==> config.mk <==
export PLATFORM = sky130hd
export DESIGN_NAME = elevator_scheduler_flat
export DESIGN_NICKNAME = d
export VERILOG_FILES = /design/src/rtl/elevator_pkg.sv /design/src/rtl/elevator_scheduler_if.sv /design/src/rtl/elevator_call_latch.sv /design/src/rtl/elevator_scheduler.sv /design/src/flat_wrapper.sv
export SDC_FILE = /design/constraint.sdc
export NUM_CORES = 1
export LEC_CHECK = 0
export BUFFER_PORTS_ARGS = -buffer_cell sky130_fd_sc_hd__buf_2
export CAP_MARGIN = 20
export CORE_UTILIZATION = 50
export DETAILED_ROUTE_END_ITERATION = 10
export PLACE_DENSITY = 0.78
export SYNTH_ARGS = -nofsm -noshare
export SYNTH_HDL_FRONTEND = slang
export SYNTH_HIERARCHICAL = 1
export SYNTH_SLANG_ARGS = --single-unit
==> constraint.sdc <==
create_clock -name Clk -period 5.55 [get_ports Clk]
set_clock_uncertainty 0.15 [all_clocks]
set_input_delay 1.11 -clock Clk [delete_from_list [all_inputs] [get_ports Clk]]
set_output_delay 1.11 -clock Clk [all_outputs]
set_load 0.005 [all_outputs]
==> src/rtl/elevator_pkg.sv <==
// Shared definitions for the elevator scheduler: car command encodings,
// scheduler FSM states and the default floor count.
package elevator_pkg;

  localparam logic [1:0] STOP = 2'b00;
  localparam logic [1:0] UP   = 2'b11;
  localparam logic [1:0] DOWN = 2'b01;

  localparam int unsigned NUM_FLOORS_DEFAULT = 5;

  typedef enum logic [1:0] {
    IDLE,
    MOVE_UP,
    MOVE_DOWN,
    DOOR
  } sched_state_e;

endpackage

==> src/rtl/elevator_scheduler_if.sv <==
// Scheduler <-> car/button bundle. FireRecall exists only when FIRE_RECALL_EN
// is defined.
interface elevator_scheduler_if
  import elevator_pkg::*;
#(
  parameter int unsigned NUM_FLOORS = NUM_FLOORS_DEFAULT,
  parameter int unsigned FLOOR_W    = 5
);

  logic [NUM_FLOORS-1:0] CallReq;
  logic [FLOOR_W-1:0]    CurFloor;
  logic [1:0]            State;
  logic [NUM_FLOORS-1:0] Pending;
  logic                  DoorOpen;
  logic                  DirUp;
`ifdef FIRE_RECALL_EN
  logic                  FireRecall;

  modport master (
    input  CallReq,
    input  CurFloor,
    input  FireRecall,
    output State,
    output Pending,
    output DoorOpen,
    output DirUp
  );

  modport slave (
    output CallReq,
    output CurFloor,
    output FireRecall,
    input  State,
    input  Pending,
    input  DoorOpen,
    input  DirUp
  );
`else
  modport master (
    input  CallReq,
    input  CurFloor,
    output State,
    output Pending,
    output DoorOpen,
    output DirUp
  );

  modport slave (
    output CallReq,
    output CurFloor,
    input  State,
    input  Pending,
    input  DoorOpen,
    input  DirUp
  );
`endif

endinterface

==> src/rtl/elevator_call_latch.sv <==
// Per-floor call register (clear beats set) plus the above/below/here
// reductions relative to the current floor.
module elevator_call_latch
  import elevator_pkg::*;
#(
  parameter int unsigned NUM_FLOORS = NUM_FLOORS_DEFAULT,
  parameter int unsigned FLOOR_W    = 5
) (
  input  logic                  clk_i,
  input  logic                  rst_i,
  input  logic [NUM_FLOORS-1:0] set_i,
  input  logic [NUM_FLOORS-1:0] clr_i,
  input  logic [FLOOR_W-1:0]    cur_floor_i,
  output logic [NUM_FLOORS-1:0] pending_o,
  output logic [NUM_FLOORS-1:0] floor_mask_o,
  output logic                  above_o,
  output logic                  below_o,
  output logic                  here_o
);

  logic [NUM_FLOORS-1:0] pending_q, pending_d;

  always_comb begin
    pending_d = (pending_q | set_i) & ~clr_i;
  end

  always_ff @(posedge clk_i) begin
    if (rst_i) begin
      pending_q <= '0;
    end else begin
      pending_q <= pending_d;
    end
  end

  // An out-of-range floor yields an empty mask, so nothing reads as "here".
  always_comb begin
    floor_mask_o = '0;
    above_o      = 1'b0;
    below_o      = 1'b0;
    for (int unsigned j = 0; j < NUM_FLOORS; j++) begin
      if (32'(cur_floor_i) == j) floor_mask_o[j] = 1'b1;
      if (32'(cur_floor_i) < j)  above_o = above_o | pending_q[j];
      if (32'(cur_floor_i) > j)  below_o = below_o | pending_q[j];
    end
    here_o = |(pending_q & floor_mask_o);
  end

  assign pending_o = pending_q;

endmodule

==> src/rtl/elevator_scheduler.sv <==
// SCAN-style elevator sequencer: latches calls, steers the car up/down and
// dwells with the door open at each served floor. Optional FIRE_RECALL_EN.
module elevator_scheduler
  import elevator_pkg::*;
#(
  parameter int unsigned NUM_FLOORS   = NUM_FLOORS_DEFAULT,
  parameter int unsigned DWELL_CYCLES = 4,
  parameter int unsigned FLOOR_W      = 5
) (
  input  logic                 Clk,
  input  logic                 Reset,
  elevator_scheduler_if.master bus
);

  localparam int unsigned CntW = (DWELL_CYCLES > 1) ? $clog2(DWELL_CYCLES) : 1;
  localparam logic [CntW-1:0] DwellLoad = CntW'(DWELL_CYCLES - 1);

  sched_state_e fsm_q, fsm_d, idle_next;
  logic [CntW-1:0] cnt_q, cnt_d;
  logic dir_q, dir_d;

  logic [NUM_FLOORS-1:0] set_mask, clr_mask, floor_mask, pending;
  logic above, below, here;
  logic in_range, at_top, at_bottom, reopen;

  elevator_call_latch #(
    .NUM_FLOORS (NUM_FLOORS),
    .FLOOR_W    (FLOOR_W)
  ) u_call_latch (
    .clk_i        (Clk),
    .rst_i        (Reset),
    .set_i        (set_mask),
    .clr_i        (clr_mask),
    .cur_floor_i  (bus.CurFloor),
    .pending_o    (pending),
    .floor_mask_o (floor_mask),
    .above_o      (above),
    .below_o      (below),
    .here_o       (here)
  );

  assign in_range  = 32'(bus.CurFloor) < NUM_FLOORS;
  assign at_top    = 32'(bus.CurFloor) == NUM_FLOORS - 1;
  assign at_bottom = bus.CurFloor == '0;

  // Idle decision, also taken on the door's exit edge.
  always_comb begin
    idle_next = IDLE;
    if (here) begin
      idle_next = DOOR;
    end else if (dir_q) begin
      if (above)      idle_next = MOVE_UP;
      else if (below) idle_next = MOVE_DOWN;
    end else begin
      if (below)      idle_next = MOVE_DOWN;
      else if (above) idle_next = MOVE_UP;
    end
  end

`ifdef FIRE_RECALL_EN
  logic fire_q;

  always_ff @(posedge Clk) begin
    if (Reset) begin
      fire_q <= 1'b0;
    end else begin
      fire_q <= bus.FireRecall;
    end
  end
`endif

  always_comb begin
    fsm_d    = fsm_q;
    cnt_d    = cnt_q;
    dir_d    = dir_q;
    set_mask = bus.CallReq;
    clr_mask = '0;
    reopen   = (fsm_q == DOOR) && |(bus.CallReq & floor_mask);

    // A press at the open floor restarts the dwell instead of latching.
    if (fsm_q == DOOR) set_mask = bus.CallReq & ~floor_mask;

    unique case (fsm_q)
      IDLE: fsm_d = idle_next;
      MOVE_UP: begin
        if (here)                 fsm_d = DOOR;
        else if (!above || at_top) fsm_d = IDLE;
      end
      MOVE_DOWN: begin
        if (here)                     fsm_d = DOOR;
        else if (!below || at_bottom) fsm_d = IDLE;
      end
      DOOR: begin
        if (reopen)              cnt_d = DwellLoad;
        else if (cnt_q == '0)    fsm_d = idle_next;
        else                     cnt_d = cnt_q - CntW'(1);
      end
      default: fsm_d = IDLE;
    endcase

    if (fsm_d == DOOR && fsm_q != DOOR) begin
      clr_mask = floor_mask;
      cnt_d    = DwellLoad;
    end

    if (fsm_d == MOVE_UP)        dir_d = 1'b1;
    else if (fsm_d == MOVE_DOWN) dir_d = 1'b0;

`ifdef FIRE_RECALL_EN
    if (bus.FireRecall) begin
      set_mask = '0;
      clr_mask = '1;
      cnt_d    = DwellLoad;
      if (at_bottom) begin
        fsm_d = DOOR;
      end else begin
        fsm_d = MOVE_DOWN;
        dir_d = 1'b0;
      end
    end else if (fire_q) begin
      fsm_d = IDLE;
    end
`endif

    // Unknown floor: park the car but keep the calls.
    if (!in_range) begin
      fsm_d = IDLE;
      dir_d = dir_q;
    end
  end

  always_ff @(posedge Clk) begin
    if (Reset) begin
      fsm_q <= IDLE;
      cnt_q <= '0;
      dir_q <= 1'b1;
    end else begin
      fsm_q <= fsm_d;
      cnt_q <= cnt_d;
      dir_q <= dir_d;
    end
  end

  always_comb begin
    case (fsm_q)
      MOVE_UP:   bus.State = UP;
      MOVE_DOWN: bus.State = DOWN;
      default:   bus.State = STOP;
    endcase
  end

  assign bus.DoorOpen = (fsm_q == DOOR);
  assign bus.DirUp    = dir_q;
  assign bus.Pending  = pending;

endmodule

==> src/flat_wrapper.sv <==
// flat-port wrapper written by rule: the top's interface ports become plain ports
module elevator_scheduler_flat import elevator_pkg::*;
#(
  parameter int unsigned NUM_FLOORS   = NUM_FLOORS_DEFAULT,
  parameter int unsigned DWELL_CYCLES = 4,
  parameter int unsigned FLOOR_W      = 5
)
  (Clk, Reset, bus_CallReq, bus_CurFloor, bus_State, bus_Pending, bus_DoorOpen, bus_DirUp);
  elevator_scheduler_if #(.NUM_FLOORS(NUM_FLOORS), .FLOOR_W(FLOOR_W)) bus_i ();
  input  logic Clk;
  input  logic Reset;
  input wire logic [$bits(bus_i.CallReq)-1:0] bus_CallReq;
  input wire logic [$bits(bus_i.CurFloor)-1:0] bus_CurFloor;
  output wire logic [$bits(bus_i.State)-1:0] bus_State;
  output wire logic [$bits(bus_i.Pending)-1:0] bus_Pending;
  output wire logic [$bits(bus_i.DoorOpen)-1:0] bus_DoorOpen;
  output wire logic [$bits(bus_i.DirUp)-1:0] bus_DirUp;
  assign bus_i.CallReq = bus_CallReq;
  assign bus_i.CurFloor = bus_CurFloor;
  assign bus_State = bus_i.State;
  assign bus_Pending = bus_i.Pending;
  assign bus_DoorOpen = bus_i.DoorOpen;
  assign bus_DirUp = bus_i.DirUp;
  elevator_scheduler #(.NUM_FLOORS(NUM_FLOORS), .DWELL_CYCLES(DWELL_CYCLES), .FLOOR_W(FLOOR_W)) u_core (.Clk(Clk), .Reset(Reset), .bus(bus_i));
endmodule
==> impl_metrics.env <==
export IMPL_cp_start_kind="input port"
export IMPL_clkLatencyLatePin_ns=0.26
export IMPL_p_per_area_mw_per_mm2=185.5
export IMPL_async_reset_ff_frac=0
export IMPL_die_y_um=43.80
export IMPL_synth_most_common_cell="nor2_1"
export IMPL_antenna_cells=0
export IMPL_placed_area_sq_um=985.9
export IMPL_cpPeakStageDelay_ns=0.40
export IMPL_ys_ff_latch=10
export IMPL_layout_worst_path_cycle_share=0.6951
export IMPL_clockBufferDepth=2
export IMPL_post_dp_hpwl_mm=1.515
export IMPL_drive_gt1_frac=0.2030
export IMPL_criticalPathCategory="in -> reg"
export IMPL_crit_chain="buf_2 > or3_4 > a211o_1 > a221o_1 > nand2b_1 > a21oi_1 > a211o_1 > a22oi_1 > ha_1 > nor2b_1 > and2_1 > nor3_1"
export IMPL_slew_headroom=0.5556
export IMPL_cts_setup_buffers=0
export IMPL_root_buffer="clkbuf_4"
export IMPL_p_comb_frac=0.291
export IMPL_use_met2=0.3433
export IMPL_timing_final_ws_setup_ns=1.692
export IMPL_final_max_slew_viol_count=0
export IMPL_port_buffers=20
export IMPL_final_util=0.6397
export IMPL_drt_iter0_drc=42
export IMPL_grtUsageMet1=0.3223
export IMPL_hold_viol=0
export IMPL_worstPathRequired_ns=5.56
export IMPL_finalInstanceArea_sq_mm=0.001008
export IMPL_violations="design-rule violations"
export IMPL_syn_area_sq_um=873.3
export IMPL_pwr_share_clk=0.268
export IMPL_cp_end_kind="flop"
export IMPL_power_switching_mw=0.06005
export IMPL_num_rows=14
export IMPL_yosysTopAreaCellShare=0.2292
export IMPL_cts_sinks=10
export IMPL_drv_cap=0
export IMPL_crit_family="compound AO/OA/AOI/OAI gates"
export IMPL_viasPerCell=6.114
export IMPL_nFillCells=142
export IMPL_synth_area_top_cells="dfxtp_1 23%, ha_1 10%, nor2_1 6.0%, a31oi_1 3.6%, and2_1 3.6%"
export IMPL_die_area_sq_mm=0.001918
export IMPL_setup_violations=0
export IMPL_cts_tree="done"
export IMPL_avgSynthCellArea_sq_um=7.798
export IMPL_cellInternalPower_mw=0.1270
export IMPL_vias=911
export IMPL_drc=2
export IMPL_setup_tns_final_ns=0
export IMPL_crit_path_frequent_cell="a211o_1"
export IMPL_synth_ff_type="dfxtp_1"
export IMPL_antenna_found_initial=0
export IMPL_wl_mm=1.981
export IMPL_status="finished, violations left"
export IMPL_synth_nets=131
export IMPL_holdBufCountCts=0
export IMPL_path_clk_slew_ns=0.06
export IMPL_synth_top_cells_by_count="14 x nor2_1, 10 x dfxtp_1, 7 x ha_1, 7 x inv_1, 6 x nor3_1"
export IMPL_grt_ovfl_total=0
export IMPL_yosysSeqAreaShare=0.2292
export IMPL_worst_path_max_fanout=10
export IMPL_drtAntennaViolNets=0
export IMPL_area_growth_pct=15.47
export IMPL_wl_per_cell_um=13.30
export IMPL_synth_edff_count=0
export IMPL_hp_class="reg -> reg"
export IMPL_path_buf_inv=1
export IMPL_post_place_ws_ns=1.412
export IMPL_start_util=0.5540
export IMPL_dr_pass1_iters=7
export IMPL_fmax_mhz=259.2
export IMPL_num_nets_final=154
export IMPL_placeableCoreArea_sq_mm=0.001577
export IMPL_power_switching_share=0.3211
export IMPL_gp_congestion=0.9059
export IMPL_grt_pass1_wl_mm=3.201
export IMPL_rsz0062_at_grt="false"
export IMPL_grtUsageMet3=0.01250
export IMPL_die_w_um=43.80
export IMPL_p_leak_nw=0.4437
export IMPL_period_needed_ns=3.858
export IMPL_grt_start_max_net_pins=14
export IMPL_grt_pass1_vias=773
export IMPL_post_cts_resized=0
export IMPL_numCtsBuffers=3
export IMPL_yosysTopAreaCell="dfxtp_1"
export IMPL_grt_busiest_layer="met2"
export IMPL_arrival_ns=3.86
export IMPL_yosysUniqueCellTypes=34
export IMPL_track_usage=0.2234
export IMPL_seqPwrFrac=0.441
export IMPL_cts_max_level=1
export IMPL_ir_worst_vdd_mv=0.1250
export IMPL_syn_inst=112
export IMPL_max_slew_worst_pin_slew_ns=0.6665
export IMPL_cp_slowest_cell="or3_4"
export IMPL_yosys_warnings=6
export IMPL_io_pins=21
## cell usage in the layout (no fill, tap or decap)
cell type	instances
a211o_1	3
a211oi_1	2
a21boi_0	2
a21boi_1	4
a21oi_1	4
a221o_1	1
a221oi_2	2
a222oi_1	1
a22o_1	2
a22oi_1	3
a31oi_1	5
a41oi_1	1
and2_1	5
and3_1	2
and3_2	1
buf_2	20
clkbuf_4	3
dfxtp_1	10
ha_1	7
inv_1	7
mux2i_1	3
nand2_1	4
nand2b_1	3
nand3_1	2
nand3b_1	1
nor2_1	14
nor2b_1	2
nor3_1	6
nor3b_1	2
nor4_1	1
o21ai_0	5
o21ai_1	1
o21bai_1	2
o311a_1	1
or3_4	1
## layout make-up
| cell class | instances | area, sq um | area share |
|---|---|---|---|
| Multi-Input combinational cell | 93 | 639.4 | 0.6340 |
| Tap cell | 16 | 20.02 | 0.01985 |
| Inverter | 7 | 26.28 | 0.02605 |
| Clock buffer | 3 | 22.52 | 0.02233 |
| Sequential cell | 10 | 200.2 | 0.1985 |
| Timing Repair Buffer | 20 | 100.1 | 0.09926 |
## per-layer routing
metal	part of all wire	routed length [um]	vias to the layer above
li1	-	-	465
met2	0.44	867	22
met3	0.042	83	2
met1	0.51	1011	422
met4	0.0096	19	0
met5	0	0	-
## worst paths after layout
kind              slack [ns]                               end                        startpoint  depth (start not counted)
setup / recovery        1.69  u_core/u_call_latch/pending_o[3]                   bus_CurFloor[2]                         12
hold / removal          0.32                   u_core/cnt_q[0]                   u_core/cnt_q[0]                          1
setup reg to reg        2.75  u_core/u_call_latch/pending_o[3]  u_core/u_call_latch/pending_o[3]                         10
hold reg to reg         0.32                   u_core/cnt_q[0]                   u_core/cnt_q[0]                          1
## flip-flops by register name, summed over array words and instances (netlist names)
register / flops
u_core/bus.DirUp: 1
u_core/cnt_q: 2
u_core/fsm_q: 2
u_core/u_call_latch/pending_o: 5
## kinds of logic (layout without fill, tap and decap cells)
logic type      after synthesis  in the layout  synth area share
simple gates                 44             44            0.2636
compound gates               39             39            0.3338
flops                        10             10            0.2292
buf+inv                       9             30           0.03869
fa+ha+maj                     7              7            0.1003
mux                           3              3           0.03439
## power groups by stage
stage	Sequential (mW)	Combinational, mW	Clock, mW
after CTS	0.0825	0.0541	0.0512
after detailed placement	0.0841	0.0539	0
after floorplan	0.0832	0.0364	0
after global placement	0.0840	0.0525	0
final	0.0825	0.0544	0.0501
after global routing	0.0837	0.0606	0.0561
## metrics by stage
stage | power [mW] | hold WS, ns | instances
4_1_cts | 0.1878 | 0.3141 | 149
6_report | 0.1870 | 0.3194 | 149
2_1_floorplan | 0.1196 | 0.2816 | 112
5_1_grt | 0.2004 | 0.3377 | 149
3_5_place_dp | 0.1380 | 0.3035 | 146
3_3_place_gp | 0.1364 | 0.3052 | 146
Power figures use the tool's default switching activity.
